## src/rtl/dcache_pkg.sv

```systemverilog
// rtl/dcache_pkg.sv - data cache state type, geometry helpers and address field extraction
package dcache_pkg;

  typedef enum logic [1:0] {IDLE, FILL, WRITE} state_t;

  localparam int DEF_LINES          = 8;
  localparam int DEF_WORDS_PER_LINE = 4;

  function automatic int off_width(input int words_per_line);
    return 2 + $clog2(words_per_line);
  endfunction

  function automatic int index_width(input int lines);
    return $clog2(lines);
  endfunction

  function automatic int tag_width(input int lines, input int words_per_line);
    return 32 - off_width(words_per_line) - index_width(lines);
  endfunction

  // Field helpers return right-justified values; callers size them to the field width.
  function automatic logic [31:0] addr_index(input logic [31:0] addr, input int off);
    return addr >> off;
  endfunction

  function automatic logic [31:0] addr_tag(input logic [31:0] addr, input int tag_lsb);
    return addr >> tag_lsb;
  endfunction

  function automatic logic [31:0] addr_word(input logic [31:0] addr);
    return addr >> 2;
  endfunction

  function automatic logic [31:0] word_align(input logic [31:0] addr);
    return addr & ~32'h3;
  endfunction

  function automatic logic [31:0] line_base(input logic [31:0] addr, input int off);
    return addr & ~((32'd1 << off) - 32'd1);
  endfunction

endpackage

```

## src/rtl/dcache_line_store.sv

```systemverilog
// rtl/dcache_line_store.sv - valid/tag/data arrays with combinational lookup and synchronous updates
module dcache_line_store #(
  parameter int LINES = 8,
  parameter int WPL   = 4,
  parameter int IW    = 3,
  parameter int TW    = 25,
  parameter int WW    = 2
) (
  input  logic          clock,
  input  logic          reset,
  input  logic [IW-1:0] index,
  input  logic [TW-1:0] tag,
  input  logic [WW-1:0] rd_word,
  output logic          hit,
  output logic [31:0]   rdata,
  input  logic          wr_en,
  input  logic [WW-1:0] wr_word,
  input  logic [31:0]   wr_data,
  input  logic          set_valid,
  input  logic          clr_valid
);

  logic [LINES-1:0] valid;
  logic [TW-1:0]    tags  [LINES];
  logic [31:0]      words [LINES][WPL];

  assign hit   = valid[index] && (tags[index] == tag);
  assign rdata = words[index][rd_word];

  always_ff @(posedge clock) begin
    if (reset)
      valid <= '0;
    else if (set_valid)
      valid[index] <= 1'b1;
    else if (clr_valid)
      valid[index] <= 1'b0;
  end

  always_ff @(posedge clock) begin
    if (set_valid)
      tags[index] <= tag;
    if (wr_en)
      words[index][wr_word] <= wr_data;
  end

endmodule

```

## src/rtl/dcache_controller.sv

```systemverilog
// rtl/dcache_controller.sv - direct-mapped write-through cache FSM; define DCACHE_STATS_EN for hit/miss counters
module dcache_controller
  import dcache_pkg::*;
#(
  parameter int LINES          = DEF_LINES,
  parameter int WORDS_PER_LINE = DEF_WORDS_PER_LINE
) (
  input  logic        clock,
  input  logic        reset,
  input  logic [31:0] cpu_addr,
  input  logic [31:0] cpu_wdata,
  input  logic        cpu_read,
  input  logic        cpu_write,
  output logic [31:0] cpu_rdata,
  output logic        stall,
  output logic [31:0] mem_address,
  output logic [31:0] mem_value,
  input  logic [31:0] mem_data,
  output logic        mem_write,
  output logic [31:0] hit_count,
  output logic [31:0] miss_count
);

  localparam int OFF = off_width(WORDS_PER_LINE);
  localparam int IW  = index_width(LINES);
  localparam int TW  = tag_width(LINES, WORDS_PER_LINE);
  localparam int WW  = $clog2(WORDS_PER_LINE);

  state_t          state;
  logic [WW-1:0]   beat;
  logic [IW-1:0]   cpu_index;
  logic [TW-1:0]   cpu_tag;
  logic [WW-1:0]   cpu_word;
  logic            rd_req, hit, last_beat;
  logic [31:0]     line_word;
  logic            st_wen, st_set, st_clr;
  logic [WW-1:0]   st_word;
  logic [31:0]     st_wdata;

  assign cpu_index = IW'(addr_index(cpu_addr, OFF));
  assign cpu_tag   = TW'(addr_tag(cpu_addr, OFF + IW));
  assign cpu_word  = WW'(addr_word(cpu_addr));
  assign rd_req    = cpu_read & ~cpu_write;
  assign last_beat = &beat;

  dcache_line_store #(
    .LINES(LINES), .WPL(WORDS_PER_LINE), .IW(IW), .TW(TW), .WW(WW)
  ) u_store (
    .clock    (clock),
    .reset    (reset),
    .index    (cpu_index),
    .tag      (cpu_tag),
    .rd_word  (cpu_word),
    .hit      (hit),
    .rdata    (line_word),
    .wr_en    (st_wen),
    .wr_word  (st_word),
    .wr_data  (st_wdata),
    .set_valid(st_set),
    .clr_valid(st_clr)
  );

  always_comb begin
    stall       = 1'b0;
    mem_write   = 1'b0;
    mem_address = word_align(cpu_addr);
    mem_value   = cpu_wdata;
    cpu_rdata   = '0;
    st_wen      = 1'b0;
    st_word     = cpu_word;
    st_wdata    = cpu_wdata;
    st_set      = 1'b0;
    st_clr      = 1'b0;
    case (state)
      IDLE: begin
        stall  = cpu_write | (rd_req & ~hit);
        // Drop the victim before refilling so a half-written line can never hit.
        st_clr = rd_req & ~hit;
        if (rd_req & hit)
          cpu_rdata = line_word;
      end
      FILL: begin
        stall       = 1'b1;
        mem_address = line_base(cpu_addr, OFF) | (32'(beat) << 2);
        st_wen      = 1'b1;
        st_word     = beat;
        st_wdata    = mem_data;
        st_set      = last_beat;
      end
      WRITE: begin
        mem_write = 1'b1;
        st_wen    = hit;
      end
      default: ;
    endcase
  end

`ifdef DCACHE_STATS_EN
  logic [31:0] hits, misses;
  logic        just_filled;
  assign hit_count  = hits;
  assign miss_count = misses;
`else
  assign hit_count  = '0;
  assign miss_count = '0;
`endif

  always_ff @(posedge clock) begin
    if (reset) begin
      state <= IDLE;
      beat  <= '0;
`ifdef DCACHE_STATS_EN
      hits        <= '0;
      misses      <= '0;
      just_filled <= 1'b0;
`endif
    end else begin
      case (state)
        IDLE: begin
          if (cpu_write)
            state <= WRITE;
          else if (rd_req & ~hit) begin
            state <= FILL;
            beat  <= '0;
          end
`ifdef DCACHE_STATS_EN
          just_filled <= 1'b0;
          if (rd_req & ~hit)
            misses <= misses + 32'd1;
          // The completion right after a fill belongs to the miss, not a hit.
          if (rd_req & hit & ~just_filled)
            hits <= hits + 32'd1;
`endif
        end
        FILL: begin
          beat <= beat + 1'b1;
          if (last_beat) begin
            state <= IDLE;
`ifdef DCACHE_STATS_EN
            just_filled <= 1'b1;
`endif
          end
        end
        WRITE:   state <= IDLE;
        default: state <= IDLE;
      endcase
    end
  end

endmodule

```

## config.mk

```make
export PLATFORM = sky130hd
export DESIGN_NAME = dcache_controller
export DESIGN_NICKNAME = d
export VERILOG_FILES = /design/src/rtl/dcache_pkg.sv /design/src/rtl/dcache_line_store.sv /design/src/rtl/dcache_controller.sv
export SDC_FILE = /design/constraint.sdc
export NUM_CORES = 1
export LEC_CHECK = 0
export ABC_AREA = 1
export CORE_ASPECT_RATIO = 0.7
export CORE_MARGIN = 2
export CORE_UTILIZATION = 62
export DETAILED_ROUTE_END_ITERATION = 10
export PLACE_DENSITY = 0.87
export SYNTH_ARGS = -nofsm -noshare
export SYNTH_HDL_FRONTEND = slang
export SYNTH_HIERARCHICAL = 1
export SYNTH_SLANG_ARGS = --single-unit
export TNS_END_PERCENT = 100
```

## constraint.sdc

```tcl
create_clock -name clock -period 12.2 [get_ports clock]
set_clock_uncertainty 0.2 [all_clocks]
set_input_delay 1.83 -clock clock [delete_from_list [all_inputs] [get_ports clock]]
set_output_delay 1.83 -clock clock [all_outputs]
set_load 0.05 [all_outputs]
```

# == Word level (Yosys, flattened, before mapping) ==
# Memory sizes are Yosys's and may differ from the RTL's.
# Index checks and enable logic that the tools add are counted.
# totals
ramBits,1224
output_inout_bits,162
word_cells,71
input_bits,100
n_memories,2
register_bits,12
# classes
n_eq_ne,7
n_bitwise,12
magnitude_cmp,5
add_sub_neg,1
reduce_logical,9
mux,32
# mem_list
memory,words,width,read_ports,rd_ports_with_merged_regs,wr,line_no,rtl
u_store.words,8,128,1,0,1,dcache_line_store.sv:25,logic [31:0] words [LINES][WPL];
u_store.tags,8,25,1,0,1,dcache_line_store.sv:24,logic [TW-1:0] tags [LINES];
# ops
operator,n
2-to-1 mux 32 bit,7
2-to-1 mux 128 bit,1
binary-select mux 32 bit (select 2 bit),1
demux 32 bit (select 2 bit),1
OR 32 x 4 -> 32 bit,1
equality test 25 bit,1
2-to-1 mux 8 bit,2
2-to-1 mux 2 bit,6
bitwise AND 8 bit,1
2-to-1 mux 1 bit,8
inverter 8 bit,1
OR 8 bit,1
case mux 2 bit (2 select lines),2
"greater-or-equal comparator 3 bit, second input constant",2
"inequality test 2 bit, second input constant",3
inverter 2 -> 3 bit,2
"less-than comparator 3 x 4 -> 1 bit, second input constant",1
case mux 1 bit (2 select lines),2
AND reduction 2 bit,2
nonzero test 2 bit,2
bitwise AND 1 bit,3
binary-select mux 1 bit (select 3 bit),1
demux 1 bit (select 3 bit),1
"greater-or-equal comparator 3 x 1 -> 1 bit, second input constant",1
other kinds (10),13

# == Depth between registers and ports, before layout ==
# logic_depth
depth_word,8
depth_mapped,22
ltp_nobuf,20

# == Cells and area by module ==
# The synthesis kept the hierarchy.
# by_module_without_submodules
module,seq_area_each_um2,cells_each,area_per_inst_um2,n_inst
dcache_line_store,36915.4,3464,47466.8,1
dcache_controller,80.1,350,1995.7,1

# == Worst setup path before layout ==
# Ideal clock, no wire load.
# synth_path
path_type,input-to-output
from,input port cpu_addr[6]
to,output port cpu_rdata[0]
n_path_buf,3
required_time_ps,10170
t_arrival_ps,4266
setup_slack_ps,5904
path_stages,16
cell_sequence,buf_2 -> nor2_4 -> buf_1 -> nand3_1 -> nand2_1 -> nor2_1 -> nand2_1 -> nand2_1 -> nor2_1 -> nand2_1 -> nor2_1 -> nand2_1 -> nor2_1 -> nand3_4 -> buf_6 -> nor2_1
# synth_via
elab_chain_cells,6
word_cells_on_any_way,12
classes_between,eq/ne (1); mux (7); bitwise (1); reduce/logical (1); memory (2)
# synth_lines
item,line_no,rtl
"start, declared",dcache_controller.sv:10,"input logic [31:0] cpu_addr,"
memory (8 x 25 bit) / binary-select mux 1 bit (select 3 bit) (equally long branches),n/a,
equality test 25 bit / 2-to-1 mux 1 bit (equally long branches),dcache_line_store.sv:27,assign hit = valid[index] && (tags[index] == tag);
logical AND 1 bit *,dcache_line_store.sv:27,
via hit,dcache_controller.sv:34,"logic rd_req, hit, last_beat;"
bitwise AND 1 bit *,dcache_controller.sv:79,if (rd_req & hit)
2-to-1 mux 32 bit *,dcache_controller.sv:79,
2-to-1 mux 32 bit *,dcache_controller.sv:74,case (state)
"end, declared",dcache_controller.sv:14,"output logic [31:0] cpu_rdata,"
# The timed path passes the listed nets; every way through them passes the cells marked *. The select of a mux whose other input is x is not followed.

# == Final worst setup path ==
# layout_path
from,input port cpu_addr[5]
to,output port cpu_rdata[13]
# The elaborated chain is that of the path after synthesis.

==> metrics.log <==
[metrics] combinational family with the most area after synthesis: simple AND/OR/NAND/NOR gates
[metrics] CTS tree: built
[metrics] Slew HR: 17.8%
[metrics] post-synthesis share of cell area spent on xor and xnor gates: 0%
[metrics] clock latency reported for the late side of the worst-skew pair: 0.68 ns
[metrics] Slew Viols, Final: 0
[metrics] setup repair after global routing missed its margin: no
[metrics] number of buffers added to fix hold violations after cts: 0
[metrics] arrival time at the worst endpoint: 7.44 ns
[metrics] Die Height: 240 um
[metrics] overall routed net length: 132,000 um
[metrics] endpoint of the lowest-slack register-to-register path: u_store/words[7][102]$_DFFE_PP_
[metrics] Die ar.: 82,100 um2
[metrics] status: complete, no violations
[metrics] switching share of total power: 22.4%
[metrics] Setup Buffers After CTS: 0
[metrics] commonest register cell after synthesis: sky130_fd_sc_hd__edfxtp_1
[metrics] mean routed wirelength per cell: 26.0 um
[metrics] total leakage power: 19.7 nW
[metrics] Fmax: 0.106 GHz
[metrics] quantity of I/O buffers inserted on ports: 193
[metrics] nature of the critical path endpoint: primary output
[metrics] startpoint of the worst-slack reg-to-reg timing path: u_store/tags[3][16]$_DFFE_PP_
[metrics] worst supply voltage drop on vdd: 0.000122 V
[metrics] first-pass GRT wire length: 193,000 um
[metrics] shortest period the worst path allows: 9.47 ns
[metrics] Synth Area in Compound Gates: 5.90%
[metrics] arithmetic-cell share of the synthesized area counting full adders, half adders and majority gates: 0.101%
[metrics] ranking of synthesized cells by area: sky130_fd_sc_hd__edfxtp_1, sky130_fd_sc_hd__nand2_1, sky130_fd_sc_hd__inv_1, sky130_fd_sc_hd__buf_4, sky130_fd_sc_hd__nand3_1
[metrics] number of remaining DRC errors: 0
[metrics] power density relative to cell area: 154 nW/um2
[metrics] count of endpoints failing setup in the final report: 0
[metrics] register clock-pin slew on the reported worst setup and hold paths: 0.07 ns
[metrics] number of vias in the routed layout: 32,392
[metrics] design internal power: 6.60 mW
[metrics] number of violations reported at the end of detailed-routing iteration 0: 4,982
[metrics] Synth async-reset ratio: 0%
[metrics] max-cap check violation count: 0
[metrics] reg-to-reg setup timing slack: 6.92 ns
[metrics] final net count: 4,048
[metrics] weighted congestion reported at the end of routability-driven placement: 0.823
[metrics] most common cell in the netlist: sky130_fd_sc_hd__edfxtp_1
[metrics] Clock Sink Count: 1,236
[metrics] global router's overall resource usage: 32.2%
[metrics] final worst path period share: 77.6%
[metrics] combinational group share of total power: 6.7%
[metrics] Max FO, Critical Path: 56
[metrics] part of the Yosys area used for sequential elements: 74.8%
[metrics] CTS max path bufs: 3
[metrics] Die W: 342 um
[metrics] count of flip-flops with a built-in enable after synthesis: 1,224
[metrics] Clock Tree Root: sky130_fd_sc_hd__clkbuf_16
[metrics] count of pins on the block boundary: 262
[metrics] row count: 86
[metrics] number of resized instances in the post-cts repair step: 0
[metrics] switching power total: 1.91 mW
[metrics] Overall Power: 8.51 mW
[metrics] grt total ovfl: 0
[metrics] number of distinct library cells after synthesis: 41
[metrics] Clk pwr share: 37.9%
[metrics] pin count of the biggest net entering global routing: 110
[metrics] mean cell area of the mapped netlist: 13.0 um2
[metrics] number of flip-flops and latches in the synthesized netlist: 1,236
[metrics] Sequential Power Share: 55.4%
[metrics] number of detailed-routing iterations run before antenna repair: 7
[metrics] area share of the largest cell type after synthesis: 74.3%
[metrics] worst-case reg-to-reg path depth: 16
[metrics] launching instance or port of the critical path: cpu_addr[5]
[metrics] leading cell types by count after synthesis: sky130_fd_sc_hd__edfxtp_1, sky130_fd_sc_hd__nand2_1, sky130_fd_sc_hd__inv_1
[metrics] Syn Std Cell Area: 49,500 um2
[metrics] WP data required: 10.17 ns
[metrics] basic-gate share of the synthesized area counting and, or, nand and nor cells: 13.3%
[metrics] final HPWL from detailed placement: 66,500 um
[metrics] final hold violations: 0
[metrics] hold crit path type: reg -> reg
[metrics] layout overhead on the synthesized area: 11.7%
[metrics] number of global-route vias before repair: 31,510
[metrics] number of H-tree levels: 3
[metrics] remaining antenna violation count after routing: 0
[metrics] Initial Utilization: 62.7%
[metrics] TritonCTS Buffers: 105
[metrics] crit path kind: in -> out
[metrics] multiplexer area fraction after synthesis: 0%
[metrics] worst slew pin tran: 1.23 ns
[metrics] Core Footprint: 78,900 um2
[metrics] TNS Setup: 0 ns
[metrics] number of synthesis warnings: 6
[metrics] number of antenna violations at the first check in global routing: 1
[metrics] cell type contributing the most total cell area after synthesis: sky130_fd_sc_hd__edfxtp_1
[metrics] CP Capture Point: cpu_rdata[13]
[metrics] Via density: 6.37
[metrics] number of cells produced by synthesis: 3,814
[metrics] share of cells above drive strength 1: 7.50%
[metrics] startpoint class of the critical path: input port
stage by stage:
step	worst slack, ns	area, um2	util (%)	std cells	hold WS [ns]
floorplan	5.90	49700	-	3879	0.250
global placement	3.12	52000	65.9	4893	0.258
detailed placement	2.95	52000	65.9	4893	0.264
CTS	2.86	55200	70.0	5085	0.273
global route	2.58	55200	70.0	5085	0.313
finish	2.73	55200	70.0	5086	0.275
cell type report:
class | instances | area (um2)
flip-flops and latches | 1236 | 37000
fillers | 4610 | 23600
multi-input cells | 2043 | 10100
clock buffers | 129 | 2760
repair buffers | 260 | 2440
well taps | 1056 | 1320
inverters | 298 | 1120
clock inverters | 63 | 498
diodes | 1 | 2.50
state kept, by name, summed over array words and instances (netlist names), named ones only:
| register | cells |
|---|---|
| u_store/words | 1024 |
| beat | 2 |
| u_store/tags | 200 |
| state | 2 |
power groups by stage:
stage               clock, mW  combinational [mW]  sequential [mW]
floorplan                   0               0.377             4.80
global placement            0               0.531             4.80
detailed placement          0               0.548             4.81
CTS                      3.24               0.557             4.71
global route             3.39               0.606             4.71
finish                   3.23               0.572             4.71
critical path, cell delays in order:
cell and delay [ns]:
sky130_fd_sc_hd__clkdlybuf4s50_1 0.77, sky130_fd_sc_hd__nor2_4 0.19, sky130_fd_sc_hd__buf_4 0.39, sky130_fd_sc_hd__nand2_4 0.44, sky130_fd_sc_hd__inv_4 0.82, sky130_fd_sc_hd__nand2_1 0.10
sky130_fd_sc_hd__nand2_1 0.11, sky130_fd_sc_hd__inv_1 0.07, sky130_fd_sc_hd__nand4_1 0.11, sky130_fd_sc_hd__nand2_1 0.13, sky130_fd_sc_hd__nor2_1 0.16, sky130_fd_sc_hd__nand2_1 0.07
sky130_fd_sc_hd__nor2_1 0.33, sky130_fd_sc_hd__nand3_4 0.66, sky130_fd_sc_hd__nor2_1 0.33, sky130_fd_sc_hd__clkdlybuf4s50_1 0.85
kinds of logic (layout without fill, tap and decap cells):
logic type,after synthesis,count (layout)
compound gates,405,405
fa+ha+maj,4,4
simple gates,1568,1568
buf+inv,600,750
flops,1236,1236
other cells,1,67
per-layer routing:
layer  GRT usage [%]  wire, um
met3            9.55     21100
met5               0         0
met2            50.5     60200
met4            15.2      6660
met1            41.8     44400
how the worst min path moves through the flow:
stage	slack (ns)	end	cells after the start
floorplan	0.25	state[1]$_SDFFE_PP0P_	2
global placement	0.26	flip-flop	2
detailed placement	0.26	flip-flop	2
CTS	0.27	flip-flop	2
global route	0.31	flip-flop	2
finish	0.28	flip-flop	2
cell usage in the layout (no fill, tap or decap), types with 21 or more instances in the layout:
| cell type | instances |
|---|---|
| sky130_fd_sc_hd__a211oi_1 | 21 |
| sky130_fd_sc_hd__a21oi_1 | 102 |
| sky130_fd_sc_hd__a221oi_1 | 45 |
| sky130_fd_sc_hd__a22o_1 | 97 |
| sky130_fd_sc_hd__a22oi_1 | 80 |
| sky130_fd_sc_hd__buf_4 | 68 |
| sky130_fd_sc_hd__clkbuf_1 | 22 |
| sky130_fd_sc_hd__clkbuf_16 | 107 |
| sky130_fd_sc_hd__clkdlybuf4s50_1 | 190 |
| sky130_fd_sc_hd__clkinv_1 | 24 |
| sky130_fd_sc_hd__clkinv_2 | 23 |
| sky130_fd_sc_hd__conb_1 | 66 |
| sky130_fd_sc_hd__edfxtp_1 | 1224 |
| sky130_fd_sc_hd__inv_1 | 287 |
| sky130_fd_sc_hd__nand2_1 | 964 |
| sky130_fd_sc_hd__nand3_1 | 203 |
| sky130_fd_sc_hd__nand4_1 | 90 |
| sky130_fd_sc_hd__nor2_1 | 201 |
| sky130_fd_sc_hd__nor2_4 | 42 |
(Power assumes the default switching activity.)
